<file path="src/rtl/seq_lock_ctrl.sv">
// Code-lock controller: supervises an external 1-4-6-9 sequence detector and runs the
// ARMED / OPEN / LOCKED modes with a shared 8-bit window timer and a failed-attempt counter.
module seq_lock_ctrl #(
    parameter int UNLOCK_CYCLES  = 8,
    parameter int LOCKOUT_CYCLES = 16,
    parameter int MAX_FAILS      = 3
) (
    input  logic       clk_i,
    input  logic       rst_n_i,
    input  logic       digit_valid_i,
    input  logic [3:0] data_i,
    input  logic [1:0] NextState_i,
    output logic [1:0] CurrentState_o,
    output logic       unlock_o,
    output logic       alarm_o,
    output logic [1:0] fail_cnt_o
);

    typedef enum logic [1:0] {
        ARMED  = 2'b00,
        OPEN   = 2'b01,
        LOCKED = 2'b10
    } mode_t;

    localparam logic [1:0] S0 = 2'b00;
    localparam logic [1:0] S3 = 2'b11;

    localparam logic [7:0] UNLOCK_LOAD  = 8'(UNLOCK_CYCLES);
    localparam logic [7:0] LOCKOUT_LOAD = 8'(LOCKOUT_CYCLES);
    localparam logic [2:0] MAX_FAILS_W  = 3'(MAX_FAILS);

    mode_t      mode_q, mode_d;
    logic [7:0] timer_q, timer_d;
    logic [1:0] state_q, state_d;
    logic       unlock_q, unlock_d;
    logic       alarm_q, alarm_d;
    logic [1:0] fail_cnt_q, fail_cnt_d;

    logic       accept;
    logic       match;
    logic       fail;
    logic [2:0] fail_cnt_inc;

    // Digits only count while ARMED; a match is never a fail.
    always_comb begin
        accept       = digit_valid_i && (mode_q == ARMED);
        match        = accept && (state_q == S3) && (data_i == 4'd9);
        fail         = accept && !match && (state_q != S0) && (NextState_i == S0);
        fail_cnt_inc = {1'b0, fail_cnt_q} + 3'd1;
    end

    always_comb begin
        mode_d     = mode_q;
        timer_d    = timer_q;
        state_d    = state_q;
        unlock_d   = unlock_q;
        alarm_d    = alarm_q;
        fail_cnt_d = fail_cnt_q;

        unique case (mode_q)
            ARMED: begin
                if (match) begin
                    mode_d     = OPEN;
                    state_d    = S0;
                    fail_cnt_d = 2'd0;
                    timer_d    = UNLOCK_LOAD;
                    unlock_d   = 1'b1;
                end else if (fail && (fail_cnt_inc >= MAX_FAILS_W)) begin
                    mode_d     = LOCKED;
                    state_d    = S0;
                    fail_cnt_d = MAX_FAILS_W[1:0];
                    timer_d    = LOCKOUT_LOAD;
                    alarm_d    = 1'b1;
                end else if (accept) begin
                    state_d = NextState_i;
                    if (fail) begin
                        fail_cnt_d = fail_cnt_inc[1:0];
                    end
                end
            end

            // Timer value 1 marks the last window cycle; a digit on that exit edge is dropped.
            OPEN: begin
                timer_d = timer_q - 8'd1;
                if (timer_q <= 8'd1) begin
                    mode_d   = ARMED;
                    unlock_d = 1'b0;
                end
            end

            LOCKED: begin
                timer_d = timer_q - 8'd1;
                if (timer_q <= 8'd1) begin
                    mode_d     = ARMED;
                    alarm_d    = 1'b0;
                    fail_cnt_d = 2'd0;
                end
            end

            default: begin
                mode_d   = ARMED;
                timer_d  = 8'd0;
                state_d  = S0;
                unlock_d = 1'b0;
                alarm_d  = 1'b0;
            end
        endcase
    end

    always_ff @(posedge clk_i or negedge rst_n_i) begin
        if (!rst_n_i) begin
            mode_q     <= ARMED;
            timer_q    <= 8'd0;
            state_q    <= S0;
            unlock_q   <= 1'b0;
            alarm_q    <= 1'b0;
            fail_cnt_q <= 2'd0;
        end else begin
            mode_q     <= mode_d;
            timer_q    <= timer_d;
            state_q    <= state_d;
            unlock_q   <= unlock_d;
            alarm_q    <= alarm_d;
            fail_cnt_q <= fail_cnt_d;
        end
    end

    assign CurrentState_o = state_q;
    assign unlock_o       = unlock_q;
    assign alarm_o        = alarm_q;
    assign fail_cnt_o     = fail_cnt_q;

endmodule
</file>
<file path="config.mk">
export PLATFORM = sky130hd
export DESIGN_NAME = seq_lock_ctrl
export DESIGN_NICKNAME = d
export VERILOG_FILES = /design/src/rtl/seq_lock_ctrl.sv
export SDC_FILE = /design/constraint.sdc
export NUM_CORES = 1
export LEC_CHECK = 0
export BUFFER_PORTS_ARGS = -buffer_cell sky130_fd_sc_hd__buf_2
export CELL_PAD_IN_SITES_DETAIL_PLACEMENT = 1
export CELL_PAD_IN_SITES_GLOBAL_PLACEMENT = 1
export CORE_MARGIN = 2
export CORE_UTILIZATION = 39
export DETAILED_ROUTE_END_ITERATION = 12
export PLACE_DENSITY_LB_ADDON = 0.1
export SLEW_MARGIN = 20
export SYNTH_ARGS = -nofsm -noshare
export SYNTH_HDL_FRONTEND = slang
export SYNTH_SLANG_ARGS = --single-unit
</file>
<file path="constraint.sdc">
create_clock -name clk_i -period 1.9 [get_ports clk_i]
set_input_delay 0 -clock clk_i [delete_from_list [all_inputs] [get_ports clk_i]]
set_output_delay 0 -clock clk_i [all_outputs]
set_load 0.01 [all_outputs]
</file>
==> flow_summary.ini <==
[placed_design]
dp_hpwl_um = 2190
io_buffers = 14
dpl_cell_area_mm2 = 0.00128
place.gp.congestion = 0.810

[yosys]
syn_inst = 110
synth_edf_count = 0
ys_ff_latch = 16
synth_top_area_cell = dfrtp_1
syn-mean-instance-area_um2 = 9.99
async_flop_share_pct = 100
ys_types = 46
synth_common_cells = dfrtp_1 (16), o21ai_0 (9), ha_1 (8)
synth_ff_type = dfrtp_1
yosysMostFrequentCell = dfrtp_1
synth.yosys.warnings = 0
yosysTopAreaCellShare_pct = 36.4
yosysSeqAreaShare_pct = 36.4
post_synth_instance_area_mm2 = 0.00110
synth.area.top_cells = dfrtp_1 (36%), ha_1 (9.1%), o21ai_0 (4.1%)
synth_nets = 127

[sta]
min_period_ps = 1810
setup_viol = 0
finalMaxSlewViolations = 0
clock_skew_ps = 2.44
max_freq_mhz = 551
worst_pin_slew_ps = 429
hold_viol_final = 0
slew_headroom_pct = 70.7
finalCritPeriodShare_pct = 95.5

[clock_network]
cts_max_level = 1
post-cts-setup-buffer-count = 0
cts-root-buf = clkbuf_4
numClockSinks = 16
clk_pin_slew_ps = 100
cts_tree = yes
clockBufferDepth = 2
worstSkewPairLatency_ps = 300
cts_made_buffers = 3

[outcome]
status = completed

[final_layout]
layout-drive-gt1-share_pct = 31.6
final_core_util_pct = 49.4
fin_area_mm2 = 0.00134
nets = 155
antenna_cells = 0
area_delta_synth_final_pct = 21.8

[grt]
grt_overflow_total = 0
grt_max_degree = 17
grt_pass1_vias = 1056
grt_antenna_before_repair = 0
grtUsageTotal_pct = 19.9
grt_pass1_wl_um = 5000

[die]
die-height_um = 57.1
core_mm2 = 0.00271
io_pins = 15
core.rowCount = 19
start_util_pct = 40.5
dieWidth_um = 57.1
dieArea_mm2 = 0.00326

[flow_run]
cap_violations = 0

[worst_setup_path]
critPathCaptureType = flip-flop
worst_ep_required_time_ps = 2090
max_stage_delay_ps = 420
arrival_ps = 2000
slowest_stage = or3b_4
crit_fanout = 3
crit_type = flip-flop to flip-flop
r2r_slack_ps = 90
critPathLaunchType = flip-flop
worstPathCellList = inv_2, ha_4, and4bb_1, or3b_4, mux2i_1, a221o_1

[routing]
first_pass_iters = 4
routed_via_density = 5.95
drt_iter0_drc = 17
wl_per_cell_um = 17.7
vias = 994
totalWireLength_um = 2950
postRouteAntennaNets = 0
drc = 0

[power_and_ir_drop]
power_leakage_uw = 0.000642
p_per_area_mw_per_mm2 = 1610
totalPowerFinal_uw = 2150
peakVddDrop_v = 0.000913

[hold_path]
hold_class = input pin to flip-flop
==> flip-flops by register name (all words and copies together), names as in the netlist <==
signal          flops
fail_cnt_o          2
CurrentState_o      2
alarm_o             1
unlock_o            1
timer_q             8
mode_q              2
==> cell usage in the layout (no fill, tap or decap), types with 2 or more instances in the layout <==
master     count
nand3_1        3
a211oi_1       2
inv_1          5
a21o_1         2
or3_1          2
nand2_1        3
nor2_1         6
a2111oi_0      2
nor2b_1        2
buf_4          9
a21oi_1        2
o21ai_0        9
nor3_1         3
a32o_1         2
buf_2         14
clkbuf_4       3
ha_1           6
a31oi_1        2
a22o_1         5
or4_1          2
o22ai_1        2
inv_2          2
dfrtp_1       16
or3b_4         2
==> power by group <==
group          switching, uW  internal, uW  total (uW)  leakage [uW]
Combinational            736           613        1350      0.000413
Sequential               147           467         614      0.000215
Clock                    117          73.9         191     0.0000138
==> layout make-up <==
type	instances	area, um^2
Clock buffer	3	22.5
Fill cell	323	1370
Inverter	7	26.3
Multi-Input combinational cell	85	691
Sequential cell	16	400
Tap cell	31	38.8
Timing Repair Buffer	25	159
==> cell families after synthesis <==
kind of cell | count (synthesis) | synth area share [%]
compound gates | 42 | 31.0
simple gates | 34 | 18.5
flops | 16 | 36.4
buf+inv | 9 | 4.10
fa+ha+maj | 8 | 9.11
mux | 1 | 0.911
==> critical path, delay by kind of cell (launching register included) <==
kind | cells | cell delay, ps
and+or+nand+nor | 2 | 630
muxes | 1 | 130
buffers and inverters | 1 | 90
adders and majority gates | 1 | 130
AOI/OAI and AO/OA | 1 | 310
DFF | 1 | 400
==> per-stage QoR <==
step | hold slack, ps | TNS (ps) | setup slack, ps | cells
2_1_floorplan | -296 | -33.2 | -33.2 | 110
3_3_place_gp | -68.3 | 0 | 53.9 | 163
3_5_place_dp | -60.5 | -6.81 | -6.81 | 163
4_1_cts | 93.5 | 0 | 23.5 | 167
5_1_grt | 113 | -0.997 | -0.997 | 167
6_report | 88.4 | 0 | 86.1 | 167
==> per-layer routing <==
metal | global-route usage [%] | vias up | share of wire (%)
met3 | 3.17 | 5 | 1.6
met1 | 28.2 | 495 | 50
met5 | 0 | - | 0
li1 | - | 484 | -
met2 | 30.4 | 10 | 47
met4 | 7.97 | 0 | 1.4
==> timing repair <==
item                                   in CTS  in global routing
hold buffers                                1                  0
endpoints found under the hold margin      16                  0
gates resized for setup                     1                  8
setup endpoints to repair                   2                  9
cloned                                      0                  0
==> worst paths after layout <==
path / cells past startpoint / start / end
worst max-delay path: 6 / mode_q[1] / timer_q[4]
worst min register to register: 1 / alarm_o / alarm_o
worst max register to register: 6 / mode_q[1] / timer_q[4]
min in group asynchronous: 2 / rst_n_i / timer_q[7]
worst min-delay path: 3 / NextState_i[1] / CurrentState_o[1]
max in group asynchronous: 2 / rst_n_i / CurrentState_o[0]
Power figures use the tool's default switching activity.
